[src/rtl/line_buf_ctrl.sv]
// Line-buffer controller: streams a binary image through two row FIFOs
// and emits one 3-row window column per accepted pixel.
module line_buf_ctrl #(
    parameter int IMG_WIDTH  = 640,
    parameter int IMG_HEIGHT = 480
) (
    input  logic        clk,
    input  logic        rst,
    input  logic        sof,
    input  logic        pix_vld,
    input  logic        pix_data,
    output logic        pix_rdy,
    output logic        lb0_wr_en,
    output logic        lb0_wr_data,
    output logic        lb0_rd_en,
    output logic        lb1_wr_en,
    output logic        lb1_wr_data,
    output logic        lb1_rd_en,
    input  logic        lb0_rd_data,
    input  logic        lb0_empty,
    input  logic        lb0_full,
    input  logic        lb1_rd_data,
    input  logic        lb1_empty,
    input  logic        lb1_full,
    output logic        win_vld,
    output logic [2:0]  win_col,
    output logic [11:0] win_x,
    output logic [11:0] win_y,
    output logic        frame_done,
    output logic        ovf_err,
    output logic        sync_err
);

    typedef enum logic [2:0] {
        IDLE, ROW0, ROW1, STREAM, FLUSH
    } state_t;

    localparam logic [11:0] X_LAST = 12'(IMG_WIDTH - 1);
    localparam logic [11:0] Y_LAST = 12'(IMG_HEIGHT - 1);

    state_t      state_q, state_d, p_st_q;
    logic [11:0] x_q, y_q, p_x_q, p_y_q;
    logic        p_vld_q, p_pix_q;
    logic        ovf_q, sync_q, abort_q;

    logic running, accept, line_end;
    logic flush_go, flush_done;
    logic want0, want1;

    always_comb begin
        running    = (state_q == ROW0) || (state_q == ROW1)
                  || (state_q == STREAM);
        accept     = running && pix_vld && !sof;
        line_end   = accept && (x_q == X_LAST);
        // drain only after the last pipelined write has landed
        flush_go   = (state_q == FLUSH) && !p_vld_q;
        flush_done = flush_go && lb0_empty && lb1_empty;
        want0      = p_vld_q;
        want1      = p_vld_q && (p_st_q != ROW0);
    end

    always_comb begin
        state_d = state_q;
        unique case (state_q)
            IDLE:   if (sof) state_d = ROW0;
            ROW0: begin
                if (sof)           state_d = FLUSH;
                else if (line_end) state_d = ROW1;
            end
            ROW1: begin
                if (sof)           state_d = FLUSH;
                else if (line_end) state_d = STREAM;
            end
            STREAM: begin
                if (sof)
                    state_d = FLUSH;
                else if (line_end && (y_q == Y_LAST))
                    state_d = FLUSH;
            end
            FLUSH:  if (flush_done) state_d = IDLE;
            default: state_d = IDLE;
        endcase
    end

    always_comb begin
        pix_rdy     = 1'b0;
        lb0_wr_en   = 1'b0;
        lb0_wr_data = 1'b0;
        lb0_rd_en   = 1'b0;
        lb1_wr_en   = 1'b0;
        lb1_wr_data = 1'b0;
        lb1_rd_en   = 1'b0;
        win_vld     = 1'b0;
        win_col     = 3'b000;
        win_x       = 12'd0;
        win_y       = 12'd0;
        frame_done  = 1'b0;
        ovf_err     = 1'b0;
        sync_err    = 1'b0;
        if (!rst) begin
            pix_rdy   = running;
            lb0_rd_en = !lb0_empty && (flush_go || (accept
                      && ((state_q == ROW1) || (state_q == STREAM))));
            lb1_rd_en = !lb1_empty && (flush_go
                      || (accept && (state_q == STREAM)));
            lb0_wr_en   = want0 && !lb0_full;
            lb0_wr_data = lb0_wr_en && p_pix_q;
            lb1_wr_en   = want1 && !lb1_full;
            lb1_wr_data = lb1_wr_en && lb0_rd_data;
            win_vld     = p_vld_q && (p_st_q == STREAM);
            if (win_vld) begin
                win_col = {lb1_rd_data, lb0_rd_data, p_pix_q};
                win_x   = p_x_q;
                win_y   = p_y_q;
            end
            frame_done = flush_done && !abort_q;
            ovf_err    = ovf_q;
            sync_err   = sync_q;
        end
    end

    always_ff @(posedge clk) begin
        if (rst) begin
            state_q <= IDLE;
            x_q     <= 12'd0;
            y_q     <= 12'd0;
            p_vld_q <= 1'b0;
            p_pix_q <= 1'b0;
            p_st_q  <= IDLE;
            p_x_q   <= 12'd0;
            p_y_q   <= 12'd0;
            ovf_q   <= 1'b0;
            sync_q  <= 1'b0;
            abort_q <= 1'b0;
        end else begin
            state_q <= state_d;
            p_vld_q <= accept;
            p_pix_q <= pix_data;
            p_st_q  <= state_q;
            p_x_q   <= x_q;
            p_y_q   <= y_q;
            sync_q  <= sof && (state_q != IDLE);
            ovf_q   <= ovf_q || (want0 && lb0_full)
                    || (want1 && lb1_full);
            if ((state_q == IDLE) && sof) begin
                x_q     <= 12'd0;
                y_q     <= 12'd0;
                abort_q <= 1'b0;
            end else if (accept) begin
                if (x_q == X_LAST) begin
                    x_q <= 12'd0;
                    y_q <= y_q + 12'd1;
                end else begin
                    x_q <= x_q + 12'd1;
                end
            end
            // an aborted frame drains silently
            if (sof && running)
                abort_q <= 1'b1;
        end
    end

endmodule

[config.mk]
export PLATFORM = sky130hd
export DESIGN_NAME = line_buf_ctrl
export DESIGN_NICKNAME = d
export VERILOG_FILES = /design/src/rtl/line_buf_ctrl.sv
export SDC_FILE = /design/constraint.sdc
export NUM_CORES = 1
export LEC_CHECK = 0
export ABC_CLOCK_PERIOD_IN_PS = 1750
export BUFFER_PORTS_ARGS = -buffer_cell sky130_fd_sc_hd__buf_2
export CAP_MARGIN = 25
export CORE_ASPECT_RATIO = 0.5
export CORE_MARGIN = 4
export CORE_UTILIZATION = 50
export DETAILED_ROUTE_END_ITERATION = 8
export HOLD_SLACK_MARGIN = 0.08
export PLACE_DENSITY_LB_ADDON = 0.08
export SLEW_MARGIN = 20
export SYNTH_ARGS = -nofsm -noshare
export SYNTH_HDL_FRONTEND = slang
export SYNTH_SLANG_ARGS = --single-unit
export TNS_END_PERCENT = 5
[constraint.sdc]
create_clock -name clk -period 1.75 [get_ports clk]
set_clock_uncertainty 0.05 [all_clocks]
set_input_delay 0 -clock clk [delete_from_list [all_inputs] [get_ports clk]]
set_output_delay 0 -clock clk [all_outputs]
set_load 0.01 [all_outputs]
# == Yosys cells after proc, flatten, opt, wreduce, memory -nomap -nowiden ==
# Cells that the tools add are included.
# classes
n_addsub,2
mul,0
n_div,0
n_lt_le_gt_ge,0
n_eq_ne,13
shifts,0
n_mux,29
bitwise_logic,0
n_reduce_logical,43
# op_table
op,count
$mux 12,5
$mux 3,10
$add 12x1->12 const B,2
$logic_and 1x1->1,23
$pmux 3 s5,1
$mux 1,13
$eq 12x10->1 const B,1
$eq 12x9->1 const B,1
$eq 3x2->1 const B,3
$ne 3x3->1 const B,3
$logic_not 1->1,7
$logic_or 1x1->1,7
$reduce_and 5->1,1
$ne 2x2->1 const B,2
$eq 3x1->1 const B,1
$eq 3x3->1 const B,1
$logic_not 3->1,1
$ne 3x1->1 const B,1
$reduce_bool 3->1,1
$reduce_and 2->1,1
$reduce_bool 2->1,1
$reduce_or 2->1,1
# totals
regBits,59
latch_bits,0
ramBits,0
rom_bits,0
input_bits,11
output_inout_bits,38
elab_cells,98
memories,0

# == Logic depth before layout (Yosys ltp) ==
# Gate-level depths: netlist of run 1.
# depth
word_depth,10
depth_mapped,8
mapped_depth_nobuf,5

# == Worst setup path before layout of run 1 ==
# Ideal clock, no wire load.
# synth_path
path_kind,register -> register
start,register state_q[2]
end,register x_q[10]
setup_ns,0.070
arrival_time_ns,1.541
required_ns,1.630
setup_slack_ns,0.089
path_stages_with_launch,7
path_buffers,2
synth_period_minus_slack_ns,1.661
cell_sequence,dfxtp_1 > buf_6 > nor3b_4 > nand2_2 > buf_6 > or4_1 > a21oi_1
# synth_between
elab_chain_len,5
elab_cells_between_ends,10
classes_between,3 x eq/ne; 7 x reduce/logical
# synth_rtl
item,line_no,text
"start, declared",41,"state_t state_q, state_d, p_st_q;"
"start signal, assigned",136,state_q <= state_d;
$eq 3x1->1 or $eq 3x2->1 (tied branches),51,running = (state_q == ROW0) || (state_q == ROW1)
$logic_or 1x1->1,51,
$logic_or 1x1->1,52,|| (state_q == STREAM);
$logic_and 1x1->1 (2 in a row),53,accept = running && pix_vld && !sof;
"end signal, assigned",154,x_q <= x_q + 12'd1;
"end, declared",42,"logic [11:0] x_q, y_q, p_x_q, p_y_q;"
# Parallel ways exist; a longest one is shown, timed or not.
# A chain may end at the register's enable or synchronous reset.

# == Worst setup path after layout of run 1 ==
# layout_path
start,register state_q[2]
end,output frame_done
# layout_between
elab_chain_len,6
# layout_rtl
item,line_no,text
$eq 3x3->1,56,flush_go = (state_q == FLUSH) && !p_vld_q;
$logic_and 1x1->1,56,
$logic_and 1x1->1 (2 in a row),57,flush_done = flush_go && lb0_empty && lb1_empty;
$logic_and 1x1->1,116,frame_done = flush_done && !abort_q;
$mux 1,100,if (!rst) begin
"end, declared",29,"output logic frame_done,"
# Every way passes these cells.

==> out/summary.json, run 1 <==
{
  "synth_top_area_frac": {"value": 0.441},
  "cp.buffers_inverters": {"value": 3},
  "p_sw_frac": {"value": 0.218},
  "critical_path_depth": {"value": 5},
  "power_frac_comb": {"value": 0.061},
  "avgRoutedWirePerCell": {"value": 14.1, "unit": "um"},
  "floorplan.rows": {"value": 18},
  "cts.sink_count": {"value": 59},
  "synth_fp_nets": {"value": 316},
  "timing_max_transition_violations_final": {"value": 0},
  "detailed_routing_iteration_count_for_the_pre_antenna_repair_pass": {"value": 4},
  "ys.warnings.count": {"value": 0},
  "multiInputGateArea": {"value": 1470, "unit": "sq um"},
  "area_delta_synth_final": {"value": 31.8, "unit": "%"},
  "rsz0062_at_grt": {"value": "yes"},
  "critPathMaxFanout": {"value": 9},
  "critical_path.reg2reg.endpoint": {"value": "y_q[7]$_SDFFE_PP0P_"},
  "power.ir.vdd_worst": {"value": 0.650, "unit": "mV"},
  "hp-start": {"value": "sof"},
  "reg2reg_setup_slack": {"value": 0.04, "unit": "ns"},
  "die_height": {"value": 59.8, "unit": "um"},
  "wirelength": {"value": 6400, "unit": "um"},
  "dieArea": {"value": 6670, "unit": "sq um"},
  "antenna_left": {"value": 0},
  "async_flop_share": {"value": 0},
  "holdPathStages": {"value": 4},
  "antenna_cells": {"value": 0},
  "start_util": {"value": 0.531},
  "grtUsageTotal": {"value": 0.193},
  "post_synthesis_instance_total": {"value": 303},
  "fillers": {"value": 417},
  "finalPower": {"value": 2.66, "unit": "mW"},
  "htree_num_levels": {"value": 3},
  "hpwlAfterDp": {"value": 4540, "unit": "um"},
  "p_int": {"value": 2.08, "unit": "mW"},
  "io_pins": {"value": 49},
  "timing_worst_setup_path_type": {"value": "register to primary output"},
  "max_clock_freq": {"value": 573, "unit": "MHz"},
  "num-nets-final": {"value": 393},
  "setup_viol": {"value": 0},
  "start_kind": {"value": "register"},
  "synth_top_cell_by_area": {"value": "dfxtp_1"},
  "grt_antenna_before_repair": {"value": 0},
  "gp_congestion": {"value": 0.908},
  "ys_top_cells_by_area": {"value": "dfxtp_1 44%, and2_1 7.7%, nor2b_1 7.0%"},
  "maximum_number_of_pins_on_one_net_before_global_route_repair": {"value": 31},
  "totalNegativeSetupSlack": {"value": 0, "unit": "ns"},
  "slowest_delay": {"value": 0.39, "unit": "ns"},
  "worstRegToRegCells": {"value": 5},
  "worstReg2RegStart": {"value": "x_q[9]$_SDFFE_PP0N_"},
  "post_synthesis_cell_type_count": {"value": 44},
  "clk_pin_slew_worst_paths": {"value": 0.06, "unit": "ns"},
  "clock_buffer_depth": {"value": 2},
  "final-seq-area": {"value": 1180, "unit": "sq um"},
  "post-place-ws": {"value": -0.0259, "unit": "ns"},
  "switchingPower": {"value": 580, "unit": "uW"},
  "cts_setup_buffers": {"value": 0},
  "place.port_buffers": {"value": 48},
  "timing.critical_path.cells": {"value": "buf_4 > inv_1 > nor3_2 > nor4b_2 > buf_2"},
  "tritoncts": {"value": "yes"},
  "maxSlewHeadroom": {"value": 0.757},
  "worstPathArrival": {"value": 1.70, "unit": "ns"},
  "timing.final.hold_violations": {"value": 0},
  "drt_iter0_markers": {"value": 119},
  "viasPerCell": {"value": 5.32},
  "cp_top_family": {"value": "simple AND/OR/NAND/NOR gates"},
  "worst_hold_path.endpoint": {"value": "abort_q$_SDFFE_PP0P_"},
  "synth-edff-count": {"value": 0},
  "data_required_time_at_the_worst_endpoint": {"value": 1.70, "unit": "ns"},
  "worstMarginPinSlew": {"value": 0.364, "unit": "ns"},
  "cts-buffers-inserted": {"value": 9},
  "clk_root_buffer_cell": {"value": "clkbuf_8"},
  "power.density": {"value": 752, "unit": "nW/um^2"},
  "critical-path-slowest-cell": {"value": "dfxtp_1"},
  "later_pin_clock_latency_in_the_skew_report": {"value": 0.32, "unit": "ns"},
  "global_route.overflow_total": {"value": 0},
  "chipWidth": {"value": 112, "unit": "um"},
  "timing.final.ws_setup": {"value": 0.00376, "unit": "ns"},
  "postSynth.topFlopCell": {"value": "dfxtp_1"},
  "run_status": {"value": "finished clean"},
  "post_synth_instance_area": {"value": 2680, "unit": "sq um"},
  "holdCritPathClass": {"value": "input pin to register"},
  "maxCapViolCount": {"value": 0},
  "placeableCoreArea": {"value": 5040, "unit": "sq um"},
  "via_count_of_the_first_global_routing_pass": {"value": 2218},
  "yosysMostFrequentCell": {"value": "dfxtp_1"},
  "endpoint_kind": {"value": "primary output"},
  "seq_area_frac_synth": {"value": 0.441},
  "finalCriticalPeriod": {"value": 1.75, "unit": "ns"},
  "seq_power_share": {"value": 0.512},
  "post_synthesis_average_cell_area": {"value": 8.85, "unit": "sq um"},
  "crit_path_start": {"value": "state_q[2]$_SDFFE_PP0P_"},
  "grt_first_pass_wirelength": {"value": 10300, "unit": "um"},
  "pwr-share-clk": {"value": 0.427},
  "final_layout_size_suffix_gt1_frac": {"value": 0.305},
  "synth_seq_cells": {"value": 59},
  "route.detailed.drc": {"value": 0},
  "dr_total_vias": {"value": 2410},
  "period_share": {"value": 0.998},
  "synth_common_cells": {"value": "59 x dfxtp_1, 33 x and2_1, 30 x nor2b_1, 17 x nand2_1, 17 x nor2_1"},
  "power_leakage": {"value": 1.43, "unit": "nW"}
}
-- flip-flops by register name, summed over array words and instances, names as in the netlist --
name,flops
abort_q,1
ovf_q,1
p_pix_q,1
p_st_q,3
p_vld_q,1
p_x_q,12
p_y_q,12
state_q,3
sync_q,1
x_q,12
y_q,12
-- layer usage --
metal  share of wire  global-route usage  wire length (um)
met5               0                   0                 0
met4           0.015              0.0607                98
met3           0.056              0.0566               359
met2            0.47               0.327              2990
met1            0.46               0.242              2950
-- tightest hold or removal path: stages --
cell and delay, ns:
buf_2 0.15, nor2b_1 0.16, nor2_1 0.08, nor2_1 0.04
-- stage by stage --
stage | hold WS, ns | cell area [sq um] | utilization | instances
floorplan | 0.000692 | 2680 | - | 303
global placement | 0.167 | 3190 | 0.632 | 432
detailed placement | 0.170 | 3190 | 0.632 | 432
CTS | 0.0863 | 3470 | 0.688 | 453
global route | 0.140 | 3530 | 0.701 | 453
finish | 0.103 | 3530 | 0.701 | 453
-- cells in the final DEF, fill, tap and decap left out, types with 2 or more instances in the layout --
cell           netlist  routed
dfxtp_1             59      56
buf_2                4      48
and2_1              33      32
nor2b_1             30      30
buf_4                0      28
nor2_1              17      17
nand2_1             17      16
a21oi_1             14      13
clkbuf_8             0      13
nand4_1             10      10
or4_1               10       9
o31ai_1              9       9
dlygate4sd3_1        0       7
nand2b_1             7       6
nor4_1               6       6
mux2i_1              6       6
inv_1                5       5
nor3_1               6       5
nand3_1              6       5
or3_1                4       4
o211ai_1             3       3
and3_1               3       3
a31oi_1              4       3
o21ai_0              3       3
xor2_1               3       3
dfxtp_2              0       3
nor4bb_4             0       2
or2_2                2       2
nand2_2              1       2
and4_1               3       2
xnor2_1              2       2
ha_2                 0       2
buf_12               0       2
buf_6                2       2
-- cells by family after synthesis --
logic type      synth area share
xor+xnor                  0.0163
simple gates               0.365
fa+ha+maj                 0.0131
buf+inv                   0.0448
compound gates            0.0975
flops                      0.441
mux                       0.0224
-- worst max-delay path by stage --
| stage | end | slack, ns |
|---|---|---|
| 6_report | frame_done | 0.004 |
| 5_1_grt | frame_done | -0.08 |
| 4_1_cts | y_q[6]$_SDFFE_PP0P_ | -0.05 |
| 3_5_place_dp | state_q[2]$_SDFFE_PP0P_ | -0.03 |
| 3_3_place_gp | y_q[2]$_SDFFE_PP0P_ | 0.04 |
| 2_1_floorplan | x_q[10]$_SDFFE_PP0N_ | 0.09 |
-- area by class of cell --
class,count,area share
Multi-Input combinational cell,218,0.417
Tap cell,70,0.0248
Timing Repair Buffer,87,0.165
Sequential cell,59,0.335
Clock inverter,1,0.00212
Inverter,5,0.00531
Clock buffer,13,0.0506
-- repair_timing --
item                                    4_1_cts  5_1_grt
endpoints found under the setup margin       23       54
pin swaps                                     0        2
gates resized for setup                       4       18
endpoints found under the hold margin        17        0
hold buffers                                  7        0
-- power groups by stage --
stage	Clock (mW)	Combinational [mW]	Sequential [mW]
finish	1.14	0.163	1.36
CTS	1.16	0.161	1.36
global placement	0	0.143	1.39
global route	1.22	0.178	1.36
detailed placement	0	0.146	1.39
floorplan	0	0.0912	1.39
Note: power is estimated with default switching activity, not from simulation.
==> run 2: changes to the inputs <==
--- a/config.mk
+++ b/config.mk
@@ -6,12 +6,13 @@
 export NUM_CORES = 1
 export LEC_CHECK = 0
 export ABC_CLOCK_PERIOD_IN_PS = 1750
-export BUFFER_PORTS_ARGS = -buffer_cell sky130_fd_sc_hd__buf_2
 export CAP_MARGIN = 25
 export CORE_ASPECT_RATIO = 0.5
 export CORE_MARGIN = 4
-export CORE_UTILIZATION = 50
+export CORE_UTILIZATION = 29
+export CTS_CLUSTER_SIZE = 25
 export DETAILED_ROUTE_END_ITERATION = 8
+export DONT_BUFFER_PORTS = 1
 export HOLD_SLACK_MARGIN = 0.08
 export PLACE_DENSITY_LB_ADDON = 0.08
 export SLEW_MARGIN = 20
==> run 2 against run 1 <==
Effect of this change: cell area grew 1.6%; register-to-register slack is essentially flat; routed wire length grew 16%; flip-flop and latch count is the same; final cell count grew 3.3%; total power grew 21%; count of clock-buffer cells in the layout grew 2; non-clock buffer count shrank 34; maximum frequency grew 2.2%.
==> out/summary.json, run 2 (synthesis results as in run 1) <==
{
  "cts.sink_count": {"value": 59, "change": "unchanged"},
  "area_delta_synth_final": {"value": 34.0, "unit": "%"},
  "chipWidth": {"value": 144, "unit": "um", "change": "+29%"},
  "route.detailed.drc": {"value": 0, "change": "unchanged"},
  "cpMostUsedCell": {"value": "a31oi_1"},
  "final_cell_area": {"value": 3590, "unit": "sq um", "change": "+1.6%"},
  "maxCapViolCount": {"value": 0, "change": "unchanged"},
  "floorplan.rows": {"value": 24, "change": "+6"},
  "finalPower": {"value": 3.22, "unit": "mW", "change": "+21%"},
  "hp-start": {"value": "lb1_rd_data"},
  "holdCritPathClass": {"value": "input pin to primary output"},
  "viasPerCell": {"value": 4.91, "change": "-7.7%"},
  "place_area": {"value": 2990, "unit": "sq um", "change": "-6.3%"},
  "via_count_of_the_first_global_routing_pass": {"value": 2190, "change": "-1.3%"},
  "run_status": {"value": "finished clean"},
  "seq_power_share": {"value": 0.423, "change": "-0.089"},
  "cts-buffers-inserted": {"value": 9, "change": "unchanged"},
  "power_frac_comb": {"value": 0.051, "change": "-0.010"},
  "critical_path.reg2reg.endpoint": {"value": "state_q[2]$_SDFFE_PP0P_"},
  "antenna_left": {"value": 0, "change": "unchanged"},
  "switchingPower": {"value": 686, "unit": "uW", "change": "+18%"},
  "worst_hold_path.endpoint": {"value": "win_col[2]"},
  "start_util": {"value": 0.303, "change": "-0.229"},
  "antenna_cells": {"value": 0, "change": "unchanged"},
  "tritoncts": {"value": "yes"},
  "wirelength": {"value": 7450, "unit": "um", "change": "+16%"},
  "critical-path-slowest-cell": {"value": "or4_1"},
  "dr_total_vias": {"value": 2298, "change": "-4.6%"},
  "timing_max_transition_violations_final": {"value": 0, "change": "unchanged"},
  "grt_first_pass_wirelength": {"value": 11300, "unit": "um", "change": "+10%"},
  "maximum_number_of_pins_on_one_net_before_global_route_repair": {"value": 31, "change": "unchanged"},
  "power_leakage": {"value": 1.32, "unit": "nW", "change": "-7.8%"},
  "timing.critical_path.cells": {"value": "ha_2 > nor4b_4 > a31oi_1 > or4_1 > a31oi_1"},
  "worstMarginPinSlew": {"value": 0.467, "unit": "ns", "change": "+0.102 ns"},
  "die_height": {"value": 76.0, "unit": "um", "change": "+27%"},
  "layout_commonest_cell": {"value": "dfxtp_1"},
  "start_kind": {"value": "register"},
  "io_pins": {"value": 49, "change": "unchanged"},
  "layout.cells.most_common_list": {"value": "56 x dfxtp_1, 34 x buf_4, 32 x and2_1"},
  "htree_num_levels": {"value": 3, "change": "unchanged"},
  "slowest_delay": {"value": 0.53, "unit": "ns", "change": "+0.14 ns"},
  "timing_worst_setup_path_type": {"value": "register to register"},
  "maxSlewHeadroom": {"value": 0.687, "change": "-0.0705"},
  "rsz0062_at_grt": {"value": "yes"},
  "clk_root_buffer_cell": {"value": "clkbuf_16"},
  "clk_pin_slew_worst_paths": {"value": 0.05, "unit": "ns", "change": "about the same"},
  "avgRoutedWirePerCell": {"value": 15.9, "unit": "um", "change": "+13%"},
  "global_route.overflow_total": {"value": 0, "change": "unchanged"},
  "worstPathArrival": {"value": 1.92, "unit": "ns", "change": "+0.22 ns"},
  "detailed_routing_iteration_count_for_the_pre_antenna_repair_pass": {"value": 4, "change": "unchanged"},
  "drt_iter0_markers": {"value": 117, "change": "-1.7%"},
  "period_share": {"value": 0.977, "change": "-0.0213"},
  "later_pin_clock_latency_in_the_skew_report": {"value": 0.33, "unit": "ns", "change": "about the same"},
  "critPathMaxFanout": {"value": 2, "change": "-7"},
  "data_required_time_at_the_worst_endpoint": {"value": 1.96, "unit": "ns", "change": "+0.26 ns"},
  "power.density": {"value": 897, "unit": "nW/um^2", "change": "+19%"},
  "timing.final.hold_violations": {"value": 0, "change": "unchanged"},
  "p_int": {"value": 2.54, "unit": "mW", "change": "+22%"},
  "p_sw_frac": {"value": 0.213, "change": "-0.00510"},
  "dieArea": {"value": 10900, "unit": "sq um", "change": "+64%"},
  "num-nets-final": {"value": 359, "change": "-8.7%"},
  "endpoint_kind": {"value": "register"},
  "reg2reg_setup_slack": {"value": 0.04, "unit": "ns", "change": "about the same"},
  "max_clock_freq": {"value": 585, "unit": "MHz", "change": "+2.2%"},
  "holdPathStages": {"value": 1, "change": "-3"},
  "placeableCoreArea": {"value": 8860, "unit": "sq um", "change": "+76%"},
  "final_layout_size_suffix_gt1_frac": {"value": 0.214, "change": "-0.0918"},
  "totalNegativeSetupSlack": {"value": 0, "unit": "ns", "change": "unchanged"},
  "worstRegToRegCells": {"value": 5, "change": "unchanged"},
  "grt_antenna_before_repair": {"value": 1, "change": "+1"},
  "power.ir.vdd_worst": {"value": 0.407, "unit": "mV", "change": "-37%"},
  "finalCriticalPeriod": {"value": 1.71, "unit": "ns", "change": "-0.0373 ns"},
  "setup_viol": {"value": 0, "change": "unchanged"},
  "pwr-share-clk": {"value": 0.526, "change": "+0.099"},
  "worstReg2RegStart": {"value": "y_q[1]$_SDFFE_PP0P_"},
  "gp_congestion": {"value": 0.769, "change": "-15%"},
  "hpwlAfterDp": {"value": 4750, "unit": "um", "change": "+4.6%"},
  "place.port_buffers": {"value": 0, "change": "-100%"},
  "grtUsageTotal": {"value": 0.133, "change": "-0.0598"},
  "clock_buffer_depth": {"value": 2, "change": "unchanged"}
}
run 2: cell count changes in the layout (fill, tap and decap cells not counted), moves of 6 or more:
cell,change
dlygate4sd3_1,+6
buf_4,+6
buf_2,-47
clkbuf_8,-9
clkbuf_16,+9
run 2: worst max-delay path by stage:
stage,from,slack [ns],endpoint
floorplan,state_q[2]$_SDFFE_PP0P_,0.09,x_q[10]$_SDFFE_PP0N_
global placement,x_q[9]$_SDFFE_PP0N_,0.003,y_q[0]$_SDFFE_PP0P_
detailed placement,y_q[0]$_SDFFE_PP0P_,-0.07,state_q[2]$_SDFFE_PP0P_
CTS,state_q[2]$_SDFFE_PP0P_,-0.06,frame_done
global route,state_q[2]$_SDFFE_PP0P_,-0.06,frame_done
finish,y_q[1]$_SDFFE_PP0P_,0.04,state_q[2]$_SDFFE_PP0P_
run 2: what timing repair did:
action / in CTS / in global routing
hold endpoints to repair: 59 / 1
gates resized for setup: 5 / 17
cloned: 0 / 2
hold buffers: 15 / 1
pin swaps: 0 / 2
buffers inserted: 0 / 4
setup endpoints to repair: 24 / 51
run 2: through the flow:
stage / instances / util / setup slack (ns) / hold slack, ns
2_1_floorplan: 303 / - / 0.0893 / 0.000692
3_3_place_gp: 430 / 0.337 / 0.00255 / 0.00775
3_5_place_dp: 430 / 0.337 / -0.0741 / 0.00483
4_1_cts: 461 / 0.392 / -0.0638 / 0.102
5_1_grt: 468 / 0.406 / -0.0627 / 0.104
6_report: 468 / 0.406 / 0.0410 / 0.0991
run 2: per-layer routing:
layer / part of all wire / vias up / routed length, um / global-route usage
li1: - / 1153 / - / -
met1: 0.50 / 1075 / 3730 / 0.181
met2: 0.43 / 58 / 3180 / 0.187
met3: 0.059 / 12 / 438 / 0.0545
met4: 0.014 / 0 / 108 / 0.0470
met5: 0 / - / 0 / 0
run 2: final cells by class:
type	count	area, sq um
Clock buffer	15	288
Clock inverter	1	5.00
Fill cell	872	5270
Inverter	5	18.8
Multi-Input combinational cell	218	1480
Sequential cell	59	1180
Tap cell	117	146
Timing Repair Buffer	53	474
run 2: critical path: cells and delay by family (launching register included):
| family | cells | cell delay [ns] |
|---|---|---|
| AOI/OAI and AO/OA | 2 | 0.31 |
| and+or+nand+nor | 2 | 0.73 |
| DFF | 1 | 0.34 |
| adders and majority gates | 1 | 0.21 |
run 2: power groups by stage:
| stage | sequential, mW | combinational, mW | clock [mW] |
|---|---|---|---|
| after floorplan | 1.39 | 0.0912 | 0 |
| after global placement | 1.39 | 0.108 | 0 |
| after detailed placement | 1.39 | 0.108 | 0 |
| after CTS | 1.36 | 0.160 | 1.73 |
| after global routing | 1.36 | 0.181 | 1.80 |
| final | 1.36 | 0.166 | 1.69 |
==> run 3: changes to the inputs <==
--- a/config.mk
+++ b/config.mk
@@ -10,10 +10,12 @@
 export CORE_ASPECT_RATIO = 0.5
 export CORE_MARGIN = 4
 export CORE_UTILIZATION = 29
+export CTS_BUF_LIST = sky130_fd_sc_hd__clkbuf_8
 export CTS_CLUSTER_SIZE = 25
 export DETAILED_ROUTE_END_ITERATION = 8
 export DONT_BUFFER_PORTS = 1
 export HOLD_SLACK_MARGIN = 0.08
+export MAX_ROUTING_LAYER = met4
 export PLACE_DENSITY_LB_ADDON = 0.08
 export SLEW_MARGIN = 20
 export SYNTH_ARGS = -nofsm -noshare
==> run 3 against run 2 <==
Effect of this change: worst setup slack got worse by 0.026 ns; critical endpoint is now win_x[3]; combinational power hardly changed; routed wire length shrank 6.3%; critical path type is now input pin to primary output; core utilization decreased by 1.3 points.
==> out/summary.json, run 3 (synthesis results as in run 1) <==
{
  "core_utilization_of_the_finished_layout": {"value": 0.392, "change": "-0.0131"},
  "setup_viol": {"value": 0, "change": "unchanged"},
  "placeableCoreArea": {"value": 8860, "unit": "sq um", "change": "unchanged"},
  "maximum_number_of_pins_on_one_net_before_global_route_repair": {"value": 32, "change": "+3.2%"},
  "cts.sink_count": {"value": 59, "change": "unchanged"},
  "layout_commonest_cell": {"value": "dfxtp_1"},
  "timing.critical_path.cells": {"value": "dlygate4sd3_1 > buf_12 > nand2b_4 > nor4bb_4 > buf_6 > and2_1"},
  "timing_max_transition_violations_final": {"value": 0, "change": "unchanged"},
  "clk_root_buffer_cell": {"value": "clkbuf_8"},
  "htree_num_levels": {"value": 3, "change": "unchanged"},
  "rsz0062_at_grt": {"value": "yes"},
  "worstMarginPinSlew": {"value": 0.476, "unit": "ns", "change": "+0.00922 ns"},
  "place.port_buffers": {"value": 0, "change": "unchanged"},
  "layout.cells.most_common_list": {"value": "56 x dfxtp_1, 31 x and2_1, 31 x buf_4"},
  "final_layout_size_suffix_gt1_frac": {"value": 0.214, "change": "about the same"},
  "die_height": {"value": 76.0, "unit": "um", "change": "unchanged"},
  "final_cell_area": {"value": 3480, "unit": "sq um", "change": "-3.2%"},
  "power.density": {"value": 778, "unit": "nW/um^2", "change": "-13%"},
  "chipWidth": {"value": 144, "unit": "um", "change": "unchanged"},
  "clock_buffer_depth": {"value": 2, "change": "unchanged"},
  "critical-path-slowest-cell": {"value": "dlygate4sd3_1"},
  "post-place-ws": {"value": -0.0741, "unit": "ns", "change": "unchanged"},
  "endpoint_kind": {"value": "primary output"},
  "timing_worst_setup_path_type": {"value": "input pin to primary output"},
  "gp_congestion": {"value": 0.779, "change": "+1.3%"},
  "global_route.overflow_total": {"value": 0, "change": "unchanged"},
  "finalCriticalPeriod": {"value": 1.73, "unit": "ns", "change": "+0.0260 ns"},
  "hold-worst-slack": {"value": 0.0991, "unit": "ns", "change": "+0.000000100 ns"},
  "power.ir.vdd_worst": {"value": 0.278, "unit": "mV", "change": "-32%"},
  "io_pins": {"value": 49, "change": "unchanged"},
  "critPathMaxFanout": {"value": 20, "change": "+18"},
  "start_kind": {"value": "input pin"},
  "area_delta_synth_final": {"value": 29.6, "unit": "%"},
  "hpwlAfterDp": {"value": 4750, "unit": "um", "change": "unchanged"},
  "later_pin_clock_latency_in_the_skew_report": {"value": 0.34, "unit": "ns", "change": "about the same"},
  "worstPathArrival": {"value": 1.68, "unit": "ns", "change": "-0.24 ns"},
  "cts-buffers-inserted": {"value": 9, "change": "unchanged"},
  "wirelength": {"value": 6980, "unit": "um", "change": "-6.3%"},
  "drt_iter0_markers": {"value": 133, "change": "+14%"},
  "detailed_routing_iteration_count_for_the_pre_antenna_repair_pass": {"value": 4, "change": "unchanged"},
  "instances_no_fill": {"value": 463, "change": "-1.1%"},
  "grtUsageTotal": {"value": 0.134, "change": "+0.00147"},
  "finalPower": {"value": 2.70, "unit": "mW", "change": "-16%"},
  "num-nets-final": {"value": 354, "change": "-1.4%"},
  "grt_antenna_before_repair": {"value": 0, "change": "-1"},
  "grt_first_pass_wirelength": {"value": 11200, "unit": "um", "change": "-1.7%"},
  "floorplan.rows": {"value": 24, "change": "unchanged"},
  "power_leakage": {"value": 1.25, "unit": "nW", "change": "-5.2%"},
  "cp_top_family": {"value": "buffers and inverters"},
  "antenna_cells": {"value": 0, "change": "unchanged"},
  "viasPerCell": {"value": 4.92, "change": "+0.11%"},
  "slowest_delay": {"value": 0.60, "unit": "ns", "change": "+0.07 ns"},
  "holdCritPathClass": {"value": "input pin to primary output"},
  "start_util": {"value": 0.303, "change": "unchanged"},
  "max_clock_freq": {"value": 576, "unit": "MHz", "change": "-1.5%"},
  "run_status": {"value": "finished clean"},
  "post-place-cells": {"value": 430, "change": "unchanged"},
  "avgRoutedWirePerCell": {"value": 15.1, "unit": "um", "change": "-5.3%"},
  "timing.final.hold_violations": {"value": 0, "change": "unchanged"},
  "data_required_time_at_the_worst_endpoint": {"value": 1.70, "unit": "ns", "change": "-0.26 ns"},
  "via_count_of_the_first_global_routing_pass": {"value": 2183, "change": "-0.32%"},
  "maxSlewHeadroom": {"value": 0.680, "change": "-0.00619"},
  "place_area": {"value": 2990, "unit": "sq um", "change": "unchanged"},
  "dieArea": {"value": 10900, "unit": "sq um", "change": "unchanged"},
  "cp.buffers_inverters": {"value": 3, "change": "+3"},
  "totalNegativeSetupSlack": {"value": 0, "unit": "ns", "change": "unchanged"},
  "maxCapViolCount": {"value": 0, "change": "unchanged"},
  "route.detailed.drc": {"value": 0, "change": "unchanged"},
  "antenna_left": {"value": 0, "change": "unchanged"},
  "tritoncts": {"value": "yes"},
  "dr_total_vias": {"value": 2276, "change": "-0.96%"},
  "timing.final.ws_setup": {"value": 0.0150, "unit": "ns", "change": "-0.0260 ns"},
  "period_share": {"value": 0.991, "change": "+0.0149"}
}
## run 3: changes by cell type in the layout (fill, tap and decap cells not counted), moves of 2 or more
cell,before,now
buf_4,34,31
clkbuf_8,4,13
clkbuf_1,2,0
clkbuf_16,9,0
inv_1,5,7
## run 3: worst paths after layout
kind / start / end / slack [ns] / depth (start not counted)
setup reg to reg: y_q[1]$_SDFFE_PP0P_ / state_q[2]$_SDFFE_PP0P_ / 0.04 / 5
hold / removal: lb1_rd_data / win_col[2] / 0.1 / 1
hold reg to reg: y_q[4]$_SDFFE_PP0P_ / y_q[4]$_SDFFE_PP0P_ / 0.43 / 2
setup / recovery: rst / win_x[3] / 0.02 / 6
## run 3: area by class of cell
| class | count | area (sq um) |
|---|---|---|
| fillers | 885 | 5380 |
| repair buffers | 48 | 435 |
| inverters | 5 | 18.8 |
| clock inverters | 3 | 12.5 |
| clock buffers | 13 | 179 |
| flip-flops and latches | 59 | 1180 |
| well taps | 117 | 146 |
| multi-input cells | 218 | 1500 |
## run 3: where the power goes
| group | internal [mW] | leakage, nW | total [mW] | switching, mW |
|---|---|---|---|---|
| combinational | 0.0711 | 0.664 | 0.168 | 0.0973 |
| sequential | 1.35 | 0.478 | 1.36 | 0.00687 |
| clock | 0.656 | 0.108 | 1.17 | 0.518 |
| total | 2.08 | 1.25 | 2.70 | 0.622 |
## run 3: worst register-to-register path, stage by stage (launching register included)
cell,delay [ns]
dfxtp_1,0.34
ha_2,0.21
nor4b_4,0.21
a31oi_1,0.15
or4_1,0.53
a31oi_1,0.16
## run 3: layer usage
metal / vias up / GRT usage / share of wire
li1: 1143 / - / -
met1: 1070 / 0.181 / 0.50
met2: 53 / 0.186 / 0.43
met3: 10 / 0.0470 / 0.053
met4: 0 / 0.0470 / 0.018
met5: - / - / 0
## run 3: repair_timing
action	4_1_cts	5_1_grt
endpoints found under the setup margin	24	51
hold buffers	14	0
resized for setup	6	19
setup buffers	0	3
pin swaps	0	4
endpoints found under the hold margin	65	0
